File: src/rtl/cordic_atanh_seq.sv
// Sequencer for hyperbolic CORDIC: steps through shift indices i = 1..ITERS and
// emits round(atanh(2^-i) * 2^FRAC) for each, repeating i = 4 and i = 13 when
// REPEAT_EN is set, as hyperbolic CORDIC needs for convergence. Each step is
// handed over with a valid/ready handshake.
//
// Ports:
//   clk_i         rising-edge clock
//   rst_ni        asynchronous active-low reset
//   start_i       one-cycle request to begin a sequence (ignored while busy)
//   step_ready_i  consumer accepts the current step this cycle
//   busy_o        sequence in progress (RUN or FIN)
//   step_valid_o  shift_idx_o / atanh_val_o hold a valid step
//   shift_idx_o   current shift index i
//   atanh_val_o   atanh(2^-i) in unsigned fixed point, FRAC fractional bits
//   rep_flag_o    current step is the repeated instance of its index
//   last_o        current step is the final step of the sequence
//   done_o        one-cycle pulse after the final step is accepted
module cordic_atanh_seq #(
  parameter int unsigned WIDTH     = 32,
  parameter int unsigned FRAC      = 24,
  parameter int unsigned ITERS     = 16,
  parameter int unsigned REPEAT_EN = 1
) (
  input  logic             clk_i,
  input  logic             rst_ni,
  input  logic             start_i,
  input  logic             step_ready_i,
  output logic             busy_o,
  output logic             step_valid_o,
  output logic [4:0]       shift_idx_o,
  output logic [WIDTH-1:0] atanh_val_o,
  output logic             rep_flag_o,
  output logic             last_o,
  output logic             done_o
);

  typedef enum logic [1:0] {StIdle, StRun, StFin} state_e;

  localparam logic [4:0]  LastIdx      = 5'(ITERS);
  // When ITERS is itself a repeat index, only its second instance is last.
  localparam bit          LastIsRepeat = (REPEAT_EN != 0) && ((ITERS == 4) || (ITERS == 13));
  localparam int unsigned Drop         = 32 - FRAC;

  // atanh(2^-i) at 32 fractional bits; from i = 11 on it equals 2^-i at this precision.
  function automatic logic [31:0] master_lut(input logic [4:0] idx);
    logic [31:0] m;
    case (idx)
      5'd1:    m = 32'h8C9F53D5;
      5'd2:    m = 32'h4162BBEA;
      5'd3:    m = 32'h202B1239;
      5'd4:    m = 32'h1005588B;
      5'd5:    m = 32'h0800AAC4;
      5'd6:    m = 32'h04001556;
      5'd7:    m = 32'h020002AB;
      5'd8:    m = 32'h01000055;
      5'd9:    m = 32'h0080000B;
      5'd10:   m = 32'h00400001;
      5'd11:   m = 32'h00200000;
      5'd12:   m = 32'h00100000;
      5'd13:   m = 32'h00080000;
      5'd14:   m = 32'h00040000;
      5'd15:   m = 32'h00020000;
      5'd16:   m = 32'h00010000;
      5'd17:   m = 32'h00008000;
      5'd18:   m = 32'h00004000;
      5'd19:   m = 32'h00002000;
      5'd20:   m = 32'h00001000;
      5'd21:   m = 32'h00000800;
      5'd22:   m = 32'h00000400;
      5'd23:   m = 32'h00000200;
      5'd24:   m = 32'h00000100;
      5'd25:   m = 32'h00000080;
      5'd26:   m = 32'h00000040;
      5'd27:   m = 32'h00000020;
      5'd28:   m = 32'h00000010;
      5'd29:   m = 32'h00000008;
      5'd30:   m = 32'h00000004;
      default: m = 32'h00000000;
    endcase
    return m;
  endfunction

  // Round half-up from 32 to FRAC fractional bits; 33 bits so the carry cannot be lost.
  function automatic logic [WIDTH-1:0] round_frac(input logic [31:0] m);
    logic [32:0] sum;
    sum = {1'b0, m} + (33'd1 << (Drop - 1));
    sum = sum >> Drop;
    return sum[WIDTH-1:0];
  endfunction

  state_e           state_q, state_d;
  logic [4:0]       idx_q, idx_d;
  logic             rep_q, rep_d;
  logic             last_q, last_d;
  logic [WIDTH-1:0] val_q, val_d;
  logic             at_rep_point;

  always_comb begin
    state_d      = state_q;
    idx_d        = idx_q;
    rep_d        = rep_q;
    at_rep_point = (REPEAT_EN != 0) && !rep_q && ((idx_q == 5'd4) || (idx_q == 5'd13));

    unique case (state_q)
      StIdle: begin
        if (start_i) begin
          state_d = StRun;
          idx_d   = 5'd1;
          rep_d   = 1'b0;
        end
      end
      StRun: begin
        if (step_ready_i) begin
          if (last_q) begin
            state_d = StFin;
            idx_d   = '0;
            rep_d   = 1'b0;
          end else if (at_rep_point) begin
            rep_d = 1'b1;
          end else begin
            idx_d = idx_q + 5'd1;
            rep_d = 1'b0;
          end
        end
      end
      StFin: state_d = StIdle;
      default: state_d = StIdle;
    endcase

    // Step outputs are derived from the next index so they can be registered.
    last_d = (state_d == StRun) && (idx_d == LastIdx) && (!LastIsRepeat || rep_d);
    val_d  = (state_d == StRun) ? round_frac(master_lut(idx_d)) : '0;
  end

  always_ff @(posedge clk_i or negedge rst_ni) begin
    if (!rst_ni) begin
      state_q <= StIdle;
      idx_q   <= '0;
      rep_q   <= 1'b0;
      last_q  <= 1'b0;
      val_q   <= '0;
    end else begin
      state_q <= state_d;
      idx_q   <= idx_d;
      rep_q   <= rep_d;
      last_q  <= last_d;
      val_q   <= val_d;
    end
  end

  assign busy_o       = (state_q != StIdle);
  assign step_valid_o = (state_q == StRun);
  assign done_o       = (state_q == StFin);
  assign shift_idx_o  = idx_q;
  assign atanh_val_o  = val_q;
  assign rep_flag_o   = rep_q;
  assign last_o       = last_q;

endmodule
File: config.mk
export PLATFORM = sky130hd
export DESIGN_NAME = cordic_atanh_seq
export DESIGN_NICKNAME = d
export VERILOG_FILES = /design/src/rtl/cordic_atanh_seq.sv
export SDC_FILE = /design/constraint.sdc
export NUM_CORES = 1
export LEC_CHECK = 0
export ABC_AREA = 1
export CAP_MARGIN = 20
export CORE_MARGIN = 2
export CORE_UTILIZATION = 45
export DETAILED_ROUTE_END_ITERATION = 12
export PLACE_DENSITY_LB_ADDON = 0.2
export SLEW_MARGIN = 20
export SYNTH_ARGS = -nofsm -noshare
export SYNTH_HDL_FRONTEND = slang
export SYNTH_SLANG_ARGS = --single-unit
File: constraint.sdc
create_clock -name clk_i -period 2.75 [get_ports clk_i]
set_input_delay 0.825 -clock clk_i [delete_from_list [all_inputs] [get_ports clk_i]]
set_output_delay 0.825 -clock clk_i [all_outputs]
set_load 0.02 [all_outputs]
======== Yosys cells after proc, flatten, opt, wreduce, memory -nomap -nowiden ========
Memory sizes are Yosys's and may differ from the RTL's.
Index checks and enable logic that the tools add are counted.
operators by class
  add/sub/neg operators ................... 2
  equality and inequality tests ........... 8
  muxes and demuxes ....................... 15
  reductions and logical operators ........ 8
operators by type and width
  cell                                            number
  adder 32 x 8 -> 33 bit (second input constant)  1
  2-to-1 mux 25 bit                               1
  2-to-1 mux 5 bit                                4
  case mux 5 bit (2 select lines)                 1
  2-to-1 mux 2 bit                                3
  adder 5 x 1 -> 5 bit (second input constant)    1
  == test 5 x 3 -> 1 bit (second input constant)  1
  == test 5 x 4 -> 1 bit (second input constant)  1
  == test 5 bit (second input constant)           1
  == test 2 x 1 -> 1 bit (second input constant)  2
  2-to-1 mux 1 bit                                4
  inequality test 2 bit (second input constant)   2
  case mux 2 bit (2 select lines)                 1
  nonzero test 2 bit                              2
  AND reduction 3 bit                             1
  == test 2 bit (second input constant)           1
  logical AND 1 bit                               2
  zero test 2 bit                                 1
  case mux 1 bit (2 select lines)                 1
  zero test 1 bit                                 1
  logical OR 1 bit                                1
word-level totals
  register bits after elaboration ......... 34
  bits in read-only memories .............. 1,024
  input port bits ......................... 4
  output and inout bits ................... 42
  memories kept ........................... 1
memories
  memory           depth  width  rd ports  clocked after Yosys merged registers in  write ports  line  text
  (no name shown)  32     32     1         0                                        0            47    case (idx)

======== Longest topological paths before layout ========
An unclocked memory read counts as a cell.
  depth in word-level cells ............... 10
  mapped depth ............................ 21

======== Worst setup path after synthesis ========
No wires, ideal clock.
  path kind ............................... input to register
  from .................................... input port step_ready_i
  to ...................................... register val_q[3], in the netlist atanh_val_o[3]
  library setup time ...................... 0.117 ns
  arrival ................................. 2.769 ns
  data required time ...................... 2.633 ns
  path slack .............................. -0.136 ns
  stages .................................. 15
  cell sequence ........................... buf_2 a21oi_2 nand3_1 nand2_1 inv_1 ha_1 nand3_1 nand2_1 o21ai_2 ha_1 nand4_1 nor2_4 nand2_1 nand2_1 nor2_1
on the way
  word-level cells in the longest chain between the ends .. 5
ends and longest elaborated chain
  item                             line  text
  start, declared                  27    input logic step_ready_i,
  2-to-1 mux 5 bit                 113   if (step_ready_i) begin
  case mux 5 bit (2 select lines)  104   unique case (state_q)
  via idx_d[0]                     92    logic [4:0] idx_q, idx_d;
  memory read (32 x 32 bit)        --
  adder 32 x 8 -> 33 bit           86    sum = {1'b0, m} + (33'd1 << (Drop - 1));
  2-to-1 mux 25 bit                132   val_d = (state_d == StRun) ? round_frac(master_lut(idx_d)) : '0;
  via val_d[3]                     95    logic [WIDTH-1:0] val_q, val_d;
  end signal, assigned             147   val_q <= val_d;
  end, declared                    95
The timed path passes the listed nets, and every way through them passes these cells.
A chain may end at the register's enable or synchronous reset.

======== Worst setup path after layout ========
  from .................................... input port start_i
  to ...................................... register val_q[5], in the netlist atanh_val_o[5]
on the way
  word-level cells in the longest chain between the ends .. 5
ends and longest elaborated chain
  item                             line  text
  start, declared                  26    input logic start_i,
  2-to-1 mux 5 bit                 106   if (start_i) begin
  case mux 5 bit (2 select lines)  104
  via idx_d[0]                     92
  memory read (32 x 32 bit)        --
  adder 32 x 8 -> 33 bit           86
  2-to-1 mux 25 bit                132
  via val_d[5]                     95
The timed path passes the listed nets, and every way through them passes these cells.

==> metrics.md <==
| Metric | Value |
|---|---|
| H-tree levels | 2 |
| CTS tree | done |
| First-pass GRT wire length | a little under 8000 um |
| Die W | ~71 um |
| Pwr per Cell Area | around 1400 mW/mm^2 |
| Worst Path Max Fanout | 4 |
| Final Hold Viols | 0 |
| Longest Clk Path Bufs | 2 |
| Share of layout cells above drive strength 1 | between 30% and 40% |
| Crit share post-route | 96.4% |
| Warnings, synthesis | 0 |
| Reg2reg start | shift_idx_o[0] |
| R2R Path End | atanh_val_o[5] |
| Status | complete, no violations |
| DR iter-0 viols | 89 |
| Worst R2R Path Depth | 18 |
| Skew final | ~5.6 ps |
| Die Ht | 70.6 um |
| Sequential power share | a little under a fifth |
| Number of synthesized flops with an enable pin | 0 |
| Number of global-route vias before repair | approximately 1.8k |
| DR pass1 iterations | 4 |
| Kind of critical path | in2reg |
| Crit path capture | atanh_val_o[5] |
| CP Launch Type | input port |
| Slew Limit Fails | 0 |
| Clock Tree Root | clkbuf_8 |
| CP startpoint | start_i |
| CP dominant cell by count | nand2_1 |
| Top-count cell post-synth | nand2_1 |
| DRC viols | 0 |
| Clock tree sinks | 34 |
| R2r setup slk | between 100 and 150 ps |
| DR WL/cell | 12.6 um |
| Final nets | 350 |
| Ports | between 40 and 50 |
| Final setup violation count | 0 |
| Synth Cell Area | approximately 0.002 sq mm |
| Register area share after synthesis | ~43% |
| Ranking of synthesized cells by area | dfrtp_1 (43%), nand2_1 (9.6%), nor2_1 (6.2%), ha_1 (5.6%), nand3_1 (5.5%) |
| Gate power share | between 70% and 80% |
| Post-Synthesis Cells | approximately 240 |
| Maximum vdd ir drop | 0.708 mV |
| Clock power frac | a little under a tenth |
| Clock-pin slew on the worst setup and hold paths | ~70 ps |
| Min Tclk post-route | between 2000 and 3000 ps |
| Remaining global-route overflow | 0 |
| Die Area | about 0.0050 sq mm |
| Synth-to-layout area growth | 51.6% |
| Final HPWL DP | 3580 um |
| Initial antenna violation count | 0 |
| Switching pwr | between 1.5 and 2 mW |
| Worst path max stage delay | 250 ps |
| HP Class | reg2reg |
| GPL Wtd Cong | roughly 0.9 |
| Post-route ant nets | 0 |
| FFs w/ async S/R, synth | between 90% and 100% |
| Vias | ~1.9k |
| MaxCap Viol Count | 0 |
| Int Pwr | about 2.2 mW |
| Clk_lat worst skew | about 290 ps |
| Core area | 0.00432 sq mm |
| Worst setup EP type | flip-flop |
| F_max | around 380 MHz |
| Pleak | 1.50 nW |
| WP data required | between 2000 and 3000 ps |
| Sw frac | between 40% and 50% |
| Yosys top cell area share | between 40% and 50% |
| GRT Total Usage | between 20% and 30% |
| Initial Utilization | 46.1% |
| Syn Area/Cell | between 8 and 9 sq um |
| Worst endpoint data arrival time | 2870 ps |
| Synthesis-stage register bit count | 34 |
| Pwr Total | a little over 4 mW |
| Cell type with the largest total area after synthesis | dfrtp_1 |
| Main synth FF type | dfrtp_1 |
| Diode count | 0 |
| CP cell instances | dlygate4sd2_1, buf_4, nand2_1, nand2_1, nand2_1, nand2_4, inv_4, ha_4, nand3_2, nand2_2, o21ai_4, ha_4, nand4_1, nor2_4, nand3_2, a21oi_2 |
| Commonest cells in the netlist | nand2_1 (51), dfrtp_1 (34), nor2_1 (33), nand3_1 (22), inv_1 (17) |
| Via-to-Cell Ratio | roughly 4.9 |
| Cell row count | 24 |
| Num CTS Buffers | 5 |
| Slowest CP cell | dlygate4sd2_1 |
| Pin count of the biggest net entering global routing | 35 |
| Netlist cell types | 36 |
| Place WS | -532 ps |
| Drt total wl | 4920 um |
| Port Buffers | 38 |
| Post-route worst setup slack | 99.1 ps |
| Fill count | 357 |
## through the flow
| stage | hold WS [ps] | area [sq um] | cells | utilization, % | setup TNS, ps |
|---|---|---|---|---|---|
| 2_1_floorplan | 529 | 2040 | 248 | - | 0 |
| 3_3_place_gp | 497 | 2720 | 370 | 62.9 | -2620 |
| 3_5_place_dp | 523 | 2720 | 370 | 62.9 | -2860 |
| 4_1_cts | 540 | 2890 | 381 | 66.8 | 0 |
| 5_1_grt | 553 | 3020 | 390 | 69.9 | -41.0 |
| 6_report | 537 | 3020 | 390 | 69.9 | 0 |
## sequential cells by signal, indices dropped and copies added, names as in the netlist
signal,count
atanh_val_o,25
shift_idx_o,5
state_q,2
last_o,1
rep_flag_o,1
## layer usage
metal  wire length [um]  track usage [%]
met2               2280             33.2
met5                  0                0
met4                141             7.76
met1               2240             26.3
met3                262             3.70
## power groups by stage
stage,clock (mW),combinational [mW],sequential [mW]
final,0.389,3.01,0.751
after global routing,0.417,3.28,0.768
after CTS,0.401,2.76,0.747
after detailed placement,0,2.60,0.755
after global placement,0,2.57,0.753
after floorplan,0,1.40,0.942
## cell usage in the layout (no fill, tap or decap), drive strengths merged
master and n:
ha 9, nand2 59, clkinvlp 1, nor3 5, o21a 1, nand3 27
dfrtp 34, and2 2, clkdlybuf4s50 36, inv 26, a21oi 10, a2111oi 3
conb 8, o211ai 1, nand4 4, o21ai 5, or2 1, clkinv 1
nor4 1, dlygate4sd2 1, buf 58, nor2 36, xnor2 1, clkbuf 7
a31oi 1
## worst min-delay path by stage
stage	start	endpoint	slack, ps	depth (start not counted)
final	rep_flag_o	rep_flag_o	540	1
after floorplan	rst_ni	atanh_val_o[0]	530	0
after CTS	rep_flag_o	rep_flag_o	540	1
after detailed placement	rep_flag_o	rep_flag_o	520	1
after global routing	rep_flag_o	rep_flag_o	550	1
after global placement	rep_flag_o	rep_flag_o	500	1
## layout make-up
cell class	instances	area, sq um	area share (%)
Multi-Input combinational cell	174	1090	36.2
Sequential cell	34	851	28.1
Timing Repair Buffer	96	817	27.0
Inverter	26	103	3.39
Clock buffer	6	82.6	2.73
Tap cell	52	65.1	2.15
Clock inverter	2	12.5	0.414
## worst max-delay path: cells and delay by family
kind	cells	cell delay [ps]
buffers and inverters	3	470
adder cells (fa/ha/maj)	2	350
AO/OA/AOI/OAI	2	290
AND/OR/NAND/NOR	9	940
## repair_timing
item / CTS / global route
setup endpoints to repair: 3 / 2
pin swaps: 6 / 12
setup buffers: 3 / 9
hold buffers: 0 / 0
resized for setup: 15 / 20
## logic make-up after synthesis
group,synth area share [%]
AOI/OAI and AO/OA,7.59
xor gates and xnor gates,0.439
adders and majority gates,5.65
buffers and inverters,10.1
DFF,42.7
other,0.188
and+or+nand+nor,33.4
No activity file was read; power rests on OpenSTA's default activity.
